==> config.mk <==
export PLATFORM = sky130hd
export DESIGN_NAME = main_controller
export DESIGN_NICKNAME = d
export VERILOG_FILES = /design/src/rtl/ctrl_pkg.sv /design/src/rtl/main_controller.sv
export SDC_FILE = /design/constraint.sdc
export NUM_CORES = 1
export LEC_CHECK = 0
export BUFFER_PORTS_ARGS = -buffer_cell sky130_fd_sc_hd__clkbuf_2
export CORE_UTILIZATION = 45
export CTS_BUF_LIST = sky130_fd_sc_hd__clkbuf_8 sky130_fd_sc_hd__clkbuf_16
export DETAILED_ROUTE_END_ITERATION = 12
export GPL_TIMING_DRIVEN = 0
export PLACE_DENSITY_LB_ADDON = 0.1
export RECOVER_POWER = 100
export SETUP_SLACK_MARGIN = 0.05
export SYNTH_ARGS = -nofsm -noshare
export SYNTH_HDL_FRONTEND = slang
export SYNTH_SLANG_ARGS = --single-unit
==> constraint.sdc <==
create_clock -name clk -period 2 [get_ports clk]
set_input_delay 0.4 -clock clk [delete_from_list [all_inputs] [get_ports clk]]
set_output_delay 0.4 -clock clk [all_outputs]
set_load 0.01 [all_outputs]
==> src/rtl/ctrl_pkg.sv <==
// Shared definitions for the multi-cycle main controller.
//   - state_t      : 4-bit controller state encoding
//   - OP_*         : instruction opcode constants (IR[15:12])
//   - ALUOP_*      : 2-bit aluop values for the ALU control decoder
//   - SRCB_*       : ALU B-operand select values
//   - moore_t      : bundle of the outputs that depend on the state only
//   - decode_target: next state chosen in DECODE (FETCH means unmapped opcode)
//   - moore_decode : state-only output decode
package ctrl_pkg;

    typedef enum logic [3:0] {
        S_FETCH    = 4'd0,
        S_DECODE   = 4'd1,
        S_MEM_ADDR = 4'd2,
        S_MEM_RD   = 4'd3,
        S_MEM_WB   = 4'd4,
        S_MEM_WR   = 4'd5,
        S_EXEC_C   = 4'd6,
        S_WB_C     = 4'd7,
        S_EXEC_D   = 4'd8,
        S_WB_D     = 4'd9,
        S_JUMP     = 4'd10,
        S_BRZ_CMP  = 4'd11,
        S_BRZ_TGT  = 4'd12
    } state_t;

    localparam logic [3:0] OP_LOAD  = 4'b0000;
    localparam logic [3:0] OP_STORE = 4'b0001;
    localparam logic [3:0] OP_JUMP  = 4'b0010;
    localparam logic [3:0] OP_BRZ   = 4'b0100;
    localparam logic [3:0] OP_TYPEC = 4'b1000;
    // Type-D occupies the whole 11xx quadrant.
    localparam logic [1:0] OP_TYPED_HI = 2'b11;

    localparam logic [1:0] ALUOP_ADD   = 2'b00;
    localparam logic [1:0] ALUOP_SUB   = 2'b01;
    localparam logic [1:0] ALUOP_TYPEC = 2'b10;
    localparam logic [1:0] ALUOP_TYPED = 2'b11;

    localparam logic [1:0] SRCB_REG  = 2'b00;
    localparam logic [1:0] SRCB_IMM  = 2'b01;
    localparam logic [1:0] SRCB_ZERO = 2'b10;

    typedef struct packed {
        logic       pc_write;
        logic       iord;
        logic       mem_read;
        logic       mem_write;
        logic       reg_write;
        logic       mem_to_reg;
        logic       alu_src_a;
        logic [1:0] alu_src_b;
        logic [1:0] aluop;
    } moore_t;

    // Dispatch target out of DECODE. Unmapped opcodes return S_FETCH,
    // which the controller also uses as its illegal-opcode indication.
    function automatic state_t decode_target(input logic [3:0] op);
        state_t t;
        if (op[3:2] == OP_TYPED_HI) begin
            t = S_EXEC_D;
        end else begin
            case (op)
                OP_LOAD:  t = S_MEM_ADDR;
                OP_STORE: t = S_MEM_ADDR;
                OP_JUMP:  t = S_JUMP;
                OP_BRZ:   t = S_BRZ_CMP;
                OP_TYPEC: t = S_EXEC_C;
                default:  t = S_FETCH;
            endcase
        end
        return t;
    endfunction

    // Outputs that are a pure function of the state.
    function automatic moore_t moore_decode(input state_t s);
        moore_t m;
        m = '0;
        case (s)
            S_FETCH: begin
                m.mem_read = 1'b1;
            end
            S_MEM_ADDR: begin
                m.alu_src_a = 1'b1;
                m.alu_src_b = SRCB_IMM;
                m.aluop     = ALUOP_ADD;
            end
            S_MEM_RD: begin
                m.mem_read = 1'b1;
                m.iord     = 1'b1;
            end
            S_MEM_WB: begin
                m.reg_write  = 1'b1;
                m.mem_to_reg = 1'b1;
            end
            S_MEM_WR: begin
                m.mem_write = 1'b1;
                m.iord      = 1'b1;
            end
            S_EXEC_C: begin
                m.alu_src_a = 1'b1;
                m.alu_src_b = SRCB_REG;
                m.aluop     = ALUOP_TYPEC;
            end
            S_WB_C: begin
                m.alu_src_a = 1'b1;
                m.alu_src_b = SRCB_REG;
                m.aluop     = ALUOP_TYPEC;
                m.reg_write = 1'b1;
            end
            S_EXEC_D: begin
                m.alu_src_a = 1'b1;
                m.alu_src_b = SRCB_IMM;
                m.aluop     = ALUOP_TYPED;
            end
            S_WB_D: begin
                m.alu_src_a = 1'b1;
                m.alu_src_b = SRCB_IMM;
                m.aluop     = ALUOP_TYPED;
                m.reg_write = 1'b1;
            end
            S_JUMP: begin
                m.alu_src_b = SRCB_IMM;
                m.aluop     = ALUOP_ADD;
                m.pc_write  = 1'b1;
            end
            S_BRZ_CMP: begin
                m.alu_src_a = 1'b1;
                m.alu_src_b = SRCB_ZERO;
                m.aluop     = ALUOP_SUB;
            end
            S_BRZ_TGT: begin
                m.alu_src_b = SRCB_IMM;
                m.aluop     = ALUOP_ADD;
                m.pc_write  = 1'b1;
            end
            default: begin
                m = '0;
            end
        endcase
        return m;
    endfunction

endpackage

==> src/rtl/main_controller.sv <==
// Multi-cycle main control FSM: fetch/decode/execute/writeback sequencing
// with a mem_ready handshake and a wait-state watchdog.
// Parameter:
//   TIMEOUT     max cycles a memory access may wait before bus_error (1..255)
// Ports:
//   clk, rst_n  rising-edge clock, asynchronous active-low reset
//   opcode      IR[15:12], sampled in DECODE
//   zero        ALU zero flag, sampled in BRZ_CMP
//   mem_ready   memory completes the current access this cycle
//   pc_write, pc_inc, iord, mem_read, mem_write, ir_write, reg_write,
//   mem_to_reg, alu_src_a, alu_src_b, aluop   datapath controls
//   instr_done  pulse on the last cycle of a completed instruction
//   illegal_op  pulse in DECODE for an unmapped opcode
//   bus_error   pulse when a memory access times out
module main_controller
    import ctrl_pkg::*;
#(
    parameter int unsigned TIMEOUT = 255
) (
    input  logic       clk,
    input  logic       rst_n,
    input  logic [3:0] opcode,
    input  logic       zero,
    input  logic       mem_ready,
    output logic       pc_write,
    output logic       pc_inc,
    output logic       iord,
    output logic       mem_read,
    output logic       mem_write,
    output logic       ir_write,
    output logic       reg_write,
    output logic       mem_to_reg,
    output logic       alu_src_a,
    output logic [1:0] alu_src_b,
    output logic [1:0] aluop,
    output logic       instr_done,
    output logic       illegal_op,
    output logic       bus_error
);

    localparam logic [7:0] WAIT_LAST = 8'(TIMEOUT - 1);

    state_t     state_r;
    state_t     state_next_s;
    logic [7:0] wait_cnt_r;
    logic [7:0] wait_cnt_next_s;
    logic       zero_q_r;
    logic       is_store_r;
    logic       active_r;
    moore_t     moore_r;

    logic       mem_state_s;
    logic       timeout_s;
    logic       illegal_s;
    logic       done_s;
    logic       fetch_ack_s;

    // active_r is low during reset and for the first cycle after release, so
    // every output is 0 until the first clock edge and the FSM holds FETCH.
    // Watchdog qualifiers: a request is pending in FETCH, MEM_RD and MEM_WR.
    always_comb begin
        mem_state_s = (state_r == S_FETCH) || (state_r == S_MEM_RD) ||
                      (state_r == S_MEM_WR);
        // mem_ready in the expiry cycle wins over the timeout.
        timeout_s   = active_r && mem_state_s && !mem_ready &&
                      (wait_cnt_r == WAIT_LAST);
        illegal_s   = active_r && (state_r == S_DECODE) &&
                      (decode_target(opcode) == S_FETCH);
        fetch_ack_s = active_r && (state_r == S_FETCH) && mem_ready;
    end

    // Next-state logic.
    always_comb begin
        state_next_s = state_r;
        if (!active_r) begin
            state_next_s = state_r;
        end else if (timeout_s) begin
            state_next_s = S_FETCH;
        end else begin
            case (state_r)
                S_FETCH:    state_next_s = mem_ready ? S_DECODE : S_FETCH;
                S_DECODE:   state_next_s = decode_target(opcode);
                S_MEM_ADDR: state_next_s = is_store_r ? S_MEM_WR : S_MEM_RD;
                S_MEM_RD:   state_next_s = mem_ready ? S_MEM_WB : S_MEM_RD;
                S_MEM_WB:   state_next_s = S_FETCH;
                S_MEM_WR:   state_next_s = mem_ready ? S_FETCH : S_MEM_WR;
                S_EXEC_C:   state_next_s = S_WB_C;
                S_WB_C:     state_next_s = S_FETCH;
                S_EXEC_D:   state_next_s = S_WB_D;
                S_WB_D:     state_next_s = S_FETCH;
                S_JUMP:     state_next_s = S_FETCH;
                S_BRZ_CMP:  state_next_s = zero ? S_BRZ_TGT : S_FETCH;
                S_BRZ_TGT:  state_next_s = S_FETCH;
                default:    state_next_s = S_FETCH;
            endcase
        end
    end

    // Completion pulse; depends on mem_ready/zero in the states that wait on them.
    always_comb begin
        done_s = 1'b0;
        if (!active_r) begin
            done_s = 1'b0;
        end else begin
            case (state_r)
                S_MEM_WB:  done_s = 1'b1;
                S_WB_C:    done_s = 1'b1;
                S_WB_D:    done_s = 1'b1;
                S_JUMP:    done_s = 1'b1;
                S_MEM_WR:  done_s = mem_ready;
                S_BRZ_CMP: done_s = !zero;
                // zero_q_r is always 1 here: BRZ_TGT is only reached on zero=1.
                S_BRZ_TGT: done_s = zero_q_r;
                default:   done_s = 1'b0;
            endcase
        end
    end

    // Wait counter next value: counts only while staying in a memory state
    // without mem_ready; any state change, mem_ready or expiry clears it.
    always_comb begin
        wait_cnt_next_s = 8'd0;
        if (active_r && mem_state_s && !mem_ready && !timeout_s &&
            (state_next_s == state_r)) begin
            wait_cnt_next_s = wait_cnt_r + 8'd1;
        end else begin
            wait_cnt_next_s = 8'd0;
        end
    end

    // State, watchdog and captured-flag registers.
    always_ff @(posedge clk or negedge rst_n) begin
        if (!rst_n) begin
            state_r    <= S_FETCH;
            wait_cnt_r <= 8'd0;
            zero_q_r   <= 1'b0;
            is_store_r <= 1'b0;
            active_r   <= 1'b0;
        end else begin
            state_r    <= state_next_s;
            wait_cnt_r <= wait_cnt_next_s;
            active_r   <= 1'b1;
            if (active_r && (state_r == S_BRZ_CMP)) begin
                zero_q_r <= zero;
            end else begin
                zero_q_r <= zero_q_r;
            end
            if (active_r && (state_r == S_DECODE)) begin
                is_store_r <= (opcode == OP_STORE);
            end else begin
                is_store_r <= is_store_r;
            end
        end
    end

    // Registered state-only outputs, loaded with the decode of the state being
    // entered so they line up with state_r and clear asynchronously on reset.
    always_ff @(posedge clk or negedge rst_n) begin
        if (!rst_n) begin
            moore_r <= '0;
        end else begin
            moore_r <= moore_decode(state_next_s);
        end
    end

    assign pc_write   = moore_r.pc_write;
    assign iord       = moore_r.iord;
    assign mem_read   = moore_r.mem_read;
    assign mem_write  = moore_r.mem_write;
    assign reg_write  = moore_r.reg_write;
    assign mem_to_reg = moore_r.mem_to_reg;
    assign alu_src_a  = moore_r.alu_src_a;
    assign alu_src_b  = moore_r.alu_src_b;
    assign aluop      = moore_r.aluop;
    assign ir_write   = fetch_ack_s;
    assign pc_inc     = fetch_ack_s;
    assign instr_done = done_s;
    assign illegal_op = illegal_s;
    assign bus_error  = timeout_s;

endmodule

==> reports/qor.csv, run 1 <==
metric,value,unit
status,finished with violations,
failing checks,setup timing,
total power,2.707,mW
Routed WL,3581,um
CTS Buf Count,3,
Clk pwr share,15.5,%
Starting Density,46.91,%
largest net degree at the start of global routing,27,
DP HPWL,2396,um
post-route clock period utilization,105.0,%
worst setup margin,-0.1008,ns
synth unique cells,53,
Pwr Density,1266,nW/um^2
Compound-Gate Fraction of Synth Area,21.10,%
via density per instance,5.421,
WP data required,2.19,ns
first-pass GRT wire length,5816,um
mapped cell area,1565,sq um
crit-path max FO,5,
Total GRT Usage,21.10,%
Psw,1.034,mW
Post-synth EDFFs,0,
P&R area growth vs syn,36.61,%
Routed Antenna Nets,0,
Worst R2R End,mem_read$_DFF_PN0_,
Leak Pwr,0.9306,nW
Final Max Slew Viols,0,
P_int,1.673,mW
initial antenna violation count,0,
Setup CP Type,flip-flop to flip-flop,
storage element area,653.1,sq um
syn_area_per_cell,9.544,sq um
final setup fails,13,
die area,3718,sq um
headroom to the max-slew limit,11.49,%
Multi-input gate area,998.5,sq um
Peak VDD IR,0.7390,mV
# clock sinks,26,
Vias,1377,
part of the Yosys area used for sequential elements,41.57,%
Critical R2R Launch,state_r[2]$_DFF_PN0_,
Die Span Y,60.98,um
I/O Buffers,23,
CTS max path bufs,2,
Mapped Nets,174,
RSZ-0062 raised after global routing,yes,
reg2reg path depth,7,
Crit path arrival time,2.29,ns
Hold Crit Class,input port to asynchronous set/reset pin,
Largest Register,wait_cnt_r,
Initial DRT Pass Iterations,4,
r2r setup slk,-0.10,ns
"Top FF cell, synth",dfrtp_1,
clock latency on the worst-skew pair,0.26,ns
Synth Area in Adders,2.238,%
Synth Instances,164,
Placement Rows,21,
largest family of logic cells by synthesized area,simple AND/OR/NAND/NOR gates,
Congestion Overflow GR,0,
mux cell area share after synthesis,3.357,%
GP Congestion,0.8608,
Flop pwr share,26.5,%
CTS Hold Buffers Added,0,
"Async S/R FF share, synth",100.0,%
#FFs+latches synth,26,
biggest regs,"wait_cnt_r x8, state_r x4",
simple-gate share of the synthesized area,21.98,%
Core ar.,3337,sq um
f_max,476.0,MHz
Iter 0 DRT Violations,121,
Clock Tree Root,clkbuf_8,
DRC,0,
Die Wd,60.98,um
vias in the first global route,1271,
share of cells above drive strength 1,34.62,%
max reg flops,8,
switching share of power,38.19,%
Logic pwr share,57.9,%
Placement Setup Slack,-0.2585,ns
FILL cells,289,
WL per Instance,14.10,um
Ports,24,
Final nets,219,
MaxCap Viol Count,0,
worst hold slack,0.4115,ns
H-tree levels,1,
CTS clock-pin slew for the worst setup and hold paths,0.09,ns
ant diodes,0,
Tightest Pin Transition,1.328,ns
Worst Skew,0.004588,ns
"Hold Vio Cnt, Final",0,
setup TNS,-0.6443,ns
Worst Setup End Kind,flip-flop,
CTS tree,yes,
startpoint types,flip-flop,
Tmin final,2.101,ns
synth warn,0,
xor and xnor fraction of the mapped netlist area,5.036,%
==> layer usage <==
metal  GRT usage [%]  share of wire (%)  routed length [um]
met4           9.416                2.4                  86
met3           1.919                2.8                  99
met2           33.12                 49                1772
met1           29.74                 45                1622
met5               0                  0                   0
==> cell families (layout without fill, tap and decap cells) <==
family	after synthesis	count (layout)
AOI/OAI and AO/OA	39	39
xor gates and xnor gates	9	9
adders and majority gates	3	3
buffers and inverters	15	59
DFF	26	26
muxes	5	5
other	1	1
and+or+nand+nor	66	66
==> worst max-delay path by stage <==
stage | from | end | slack (ns)
floorplan | state_r[1]$_DFF_PN0_ | alu_src_b[0]$_DFF_PN0_ | 0.03
global placement | mem_ready | alu_src_b[0]$_DFF_PN0_ | -0.22
detailed placement | state_r[0]$_DFF_PN0_ | alu_src_a$_DFF_PN0_ | -0.26
CTS | state_r[0]$_DFF_PN0_ | alu_src_a$_DFF_PN0_ | -0.13
global route | state_r[2]$_DFF_PN0_ | mem_read$_DFF_PN0_ | -0.19
finish | state_r[2]$_DFF_PN0_ | mem_read$_DFF_PN0_ | -0.10
==> cells in the mapped netlist (all sizes together), types with 2 or more instances <==
library cell	count	share of area, %
inv	5	1.2
mux2	2	1.4
buf	5	2.1
nor2	17	4.1
o211a	2	1.3
o2111ai	2	1.5
a21oi	8	2.8
dfrtp	26	42
mux2i	3	1.9
o21a	2	0.96
nor3	3	0.96
nand2b	7	2.8
xnor2	5	2.8
nand2	14	3.4
nand3	6	1.9
nor3b	3	1.4
o41ai	2	1.1
o311ai	2	2.2
nor2b	3	1.2
o21bai	3	1.4
xor2	4	2.2
o21ai	4	1.5
nor4b	3	1.7
ha	2	1.6
o22ai	4	1.6
o32ai	2	2.3
or3	2	0.80
clkbuf	4	0.96
==> placed cells by master (no fill, tap or decap), types with 3 or more instances in the layout <==
cell type | netlist | layout
nor3b_1 | 3 | 3
xnor2_1 | 5 | 3
nand3_1 | 6 | 5
clkbuf_8 | 0 | 3
o22ai_2 | 0 | 3
clkbuf_1 | 4 | 12
dfrtp_1 | 26 | 24
nand2_1 | 14 | 14
inv_1 | 5 | 4
buf_6 | 0 | 7
nand2b_1 | 7 | 6
xor2_1 | 4 | 3
nor2_1 | 17 | 15
clkbuf_2 | 0 | 11
buf_4 | 3 | 16
a21oi_1 | 7 | 6
==> metrics by stage <==
| stage | cell area (sq um) | utilization, % | instances |
|---|---|---|---|
| floorplan | 1587 | - | 164 |
| global placement | 1759 | 52.72 | 233 |
| detailed placement | 1759 | 52.72 | 233 |
| CTS | 2043 | 61.23 | 247 |
| global route | 2138 | 64.08 | 254 |
| finish | 2138 | 64.08 | 254 |
==> critical path, cell delays in order, from the launching register on <==
cell and delay (ns):
dfrtp_2 0.46, buf_4 0.15, o21a_1 0.17, a311oi_1 0.36
a31oi_1 0.19, o32ai_1 0.42, a21oi_1 0.12, nor3_1 0.14
==> power groups by stage <==
stage	logic, mW	clock network, mW	registers (mW)
final	1.57	0.420	0.718
after global routing	1.69	0.457	0.733
after CTS	1.40	0.434	0.715
after detailed placement	1.11	0	0.704
after global placement	1.09	0	0.701
after floorplan	0.814	0	0.725
==> layout make-up <==
type / instances / share of cell area, %
clock buffers: 3 / 1.931
well taps: 46 / 2.692
repair buffers: 41 / 12.23
clock inverters: 1 / 1.404
multi-input cells: 123 / 46.69
plain buffers: 8 / 3.394
inverters: 6 / 1.112
flip-flops and latches: 26 / 30.54
==> timing repair <==
action / in CTS / in global routing
endpoints found under the setup margin: 16 / 16
pin swaps: 7 / 12
resized for setup: 31 / 13
setup buffers: 11 / 7
Note: power is estimated with default switching activity, not from simulation.
==> run 2: changes to the inputs <==
--- a/config.mk
+++ b/config.mk
@@ -8,10 +8,11 @@
 export BUFFER_PORTS_ARGS = -buffer_cell sky130_fd_sc_hd__clkbuf_2
 export CORE_UTILIZATION = 45
 export CTS_BUF_LIST = sky130_fd_sc_hd__clkbuf_8 sky130_fd_sc_hd__clkbuf_16
+export CTS_CLUSTER_SIZE = 8
 export DETAILED_ROUTE_END_ITERATION = 12
 export GPL_TIMING_DRIVEN = 0
-export PLACE_DENSITY_LB_ADDON = 0.1
-export RECOVER_POWER = 100
+export PLACE_DENSITY = 0.7
+export RECOVER_POWER = 50
 export SETUP_SLACK_MARGIN = 0.05
 export SYNTH_ARGS = -nofsm -noshare
 export SYNTH_HDL_FRONTEND = slang
==> run 2 against run 1 <==
Net effect:
- the flow still finishes with violations (setup timing)
- clock power increased by 3%
- flip-flop and latch count is the same
- routed wire length increased by 13%
- global-route usage decreased by 0.47 points
- non-clock buffer count increased by 2
==> reports/qor.csv, run 2 (same netlist as run 1, synthesis figures left out) <==
metric,value,unit,change
WP data required,2.16,ns,-0.03 ns
worst setup margin,-0.1775,ns,-0.07667 ns
largest net degree at the start of global routing,27,,unchanged
met2 Use GR,37.99,%,+4.9 points
post-placement cell area,1759,sq um,unchanged
Leak Pwr,1.008,nW,+8.4%
Routed WL,4030,um,+13%
Crit path arrival time,2.34,ns,+0.05 ns
I/O Buffers,23,,unchanged
met1 usage,24.80,%,-4.9 points
Placement Rows,21,,unchanged
CTS tree,yes,,
Total GRT Usage,20.64,%,-0.47 points
status,finished with violations,,
clock latency on the worst-skew pair,0.27,ns,about the same
"slowest stage delay, CP",0.60,ns,+0.14 ns
Post-Place Cells,233,,unchanged
Iter 0 DRT Violations,211,,+74%
WP buf/inv,2,,+1
final cell count without fillers,256,,+0.79%
via density per instance,5.715,,+5.4%
Routed Antenna Nets,0,,unchanged
"commonest non-fill, non-tap cell in the layout",dfrtp_1,,
Tightest Pin Transition,1.344,ns,+0.01656 ns
final non-filler cell area,2236,sq um,+4.6%
DP HPWL,2405,um,+0.35%
"Hold Vio Cnt, Final",0,,unchanged
Die Span Y,60.98,um,unchanged
GP Congestion,0.9391,,+9.1%
"Top cell by count, worst path",buf_6,,
crit-path max FO,7,,+2
vias in the first global route,1297,,+2.0%
biggest regs,"wait_cnt_r x8, state_r x4",,
P&R area growth vs syn,42.85,%,
failing checks,setup timing,,
total power,2.901,mW,+7.2%
post-route clock period utilization,108.9,%,+3.8 points
Die Wd,60.98,um,unchanged
Tmin final,2.177,ns,+0.07667 ns
"Cell Chain, Critical Path",buf_6 > buf_6 > nand2_2 > nand2_1 > a222oi_1 > o32ai_4 > a21boi_2 > mux2_2,,
Worst Setup End Kind,flip-flop,,
Ports,24,,unchanged
WL per Instance,15.74,um,+12%
MaxCap Viol Count,0,,unchanged
Worst Skew,0.004941,ns,+0.0003537 ns
met3 usage,2.559,%,+0.64 points
setup TNS,-1.488,ns,-0.8438 ns
initial antenna violation count,0,,unchanged
CTS max path bufs,2,,unchanged
die area,3718,sq um,unchanged
Starting Density,46.91,%,unchanged
Hold Crit Class,input port to flip-flop,,
Setup CP Type,flip-flop to flip-flop,,
Core ar.,3337,sq um,unchanged
DRC,0,,unchanged
Final nets,221,,+0.91%
Largest Register,wait_cnt_r,,
Worst path top cell family by delay,compound AO/OA/AOI/OAI gates,,
Vias,1463,,+6.2%
Peak VDD IR,0.5827,mV,-21%
Initial DRT Pass Iterations,4,,unchanged
Final Max Slew Viols,0,,unchanged
CTS clock-pin slew for the worst setup and hold paths,0.09,ns,about the same
startpoint types,flip-flop,,
critical path's slowest cell,a222oi_1,,
H-tree levels,1,,unchanged
f_max,459.2,MHz,-3.5%
Congestion Overflow GR,0,,unchanged
most used routing layer,met2,,
first-pass GRT wire length,5740,um,-1.3%
CTS Buf Count,3,,unchanged
headroom to the max-slew limit,10.39,%,-1.1 points
# clock sinks,26,,unchanged
final setup fails,13,,unchanged
Clock Tree Root,clkbuf_8,,
max reg flops,8,,unchanged
ant diodes,0,,unchanged
share of cells above drive strength 1,42.86,%,+8.2 points
RSZ-0062 raised after global routing,yes,,
Pwr Density,1297,nW/um^2,+2.5%
most frequent cells in the layout,"dfrtp_1, clkbuf_2, buf_4",,
-- run 2: cell types whose count changed in the layout (fill, tap and decap cells not counted), sizes merged --
cell      before  now
inv            5    4
clkbuf        28   26
buf           24   28
clkinvlp       0    1
-- run 2: worst paths after layout --
kind | from | endpoint | slack [ns] | cells past startpoint
max | state_r[1]$_DFF_PN0_ | alu_src_b[0]$_DFF_PN0_ | -0.18 | 8
min | opcode[1] | is_store_r$_DFFE_PN0P_ | 0.40 | 2
max reg2reg | state_r[1]$_DFF_PN0_ | alu_src_b[0]$_DFF_PN0_ | -0.18 | 8
min reg2reg | is_store_r$_DFFE_PN0P_ | is_store_r$_DFFE_PN0P_ | 0.51 | 2
max in group asynchronous | rst_n | state_r[3]$_DFF_PN0_ | 0.70 | 1
min in group asynchronous | rst_n | alu_src_b[1]$_DFF_PN0_ | 0.41 | 1
-- run 2: what timing repair did --
action / 4_1_cts / 5_1_grt
resized for setup: 25 / 30
gates cloned: 0 / 0
setup endpoints to repair: 16 / 18
buffers inserted: 10 / 10
pin swaps: 5 / 13
endpoints found under the hold margin: 0 / 0
hold buffers: 0 / 0
-- run 2: power by group --
group,internal (mW),switching [mW],leakage (nW),total (mW)
clock,0.268,0.164,0.0357,0.431
sequential,0.644,0.0700,0.348,0.714
combinational,0.847,0.908,0.625,1.76
-- run 2: cell type report --
| class | instances | area [sq um] |
|---|---|---|
| Fill cell | 251 | 1101 |
| Clock inverter | 1 | 30.03 |
| Inverter | 6 | 31.28 |
| Tap cell | 46 | 57.56 |
| Buffer | 8 | 70.07 |
| Sequential cell | 26 | 651.9 |
| Timing Repair Buffer | 43 | 307.8 |
| Clock buffer | 3 | 41.29 |
| Multi-Input combinational cell | 123 | 1046 |
-- run 2: metal layers --
layer / share of wire (%) / routed length, um
met5: 0 / 0
met4: 1.7 / 70
met2: 56 / 2252
met1: 39 / 1577
met3: 3.2 / 130
-- run 2: metrics by stage --
stage / hold slack, ns / setup slack [ns] / utilization (%)
finish: 0.4041 / -0.1775 / 67.00
global route: 0.4384 / -0.2523 / 67.00
CTS: 0.1593 / -0.1302 / 60.44
detailed placement: 0.4512 / -0.2122 / 52.72
global placement: 0.4276 / -0.1689 / 52.72
floorplan: 0.1044 / 0.03481 / -
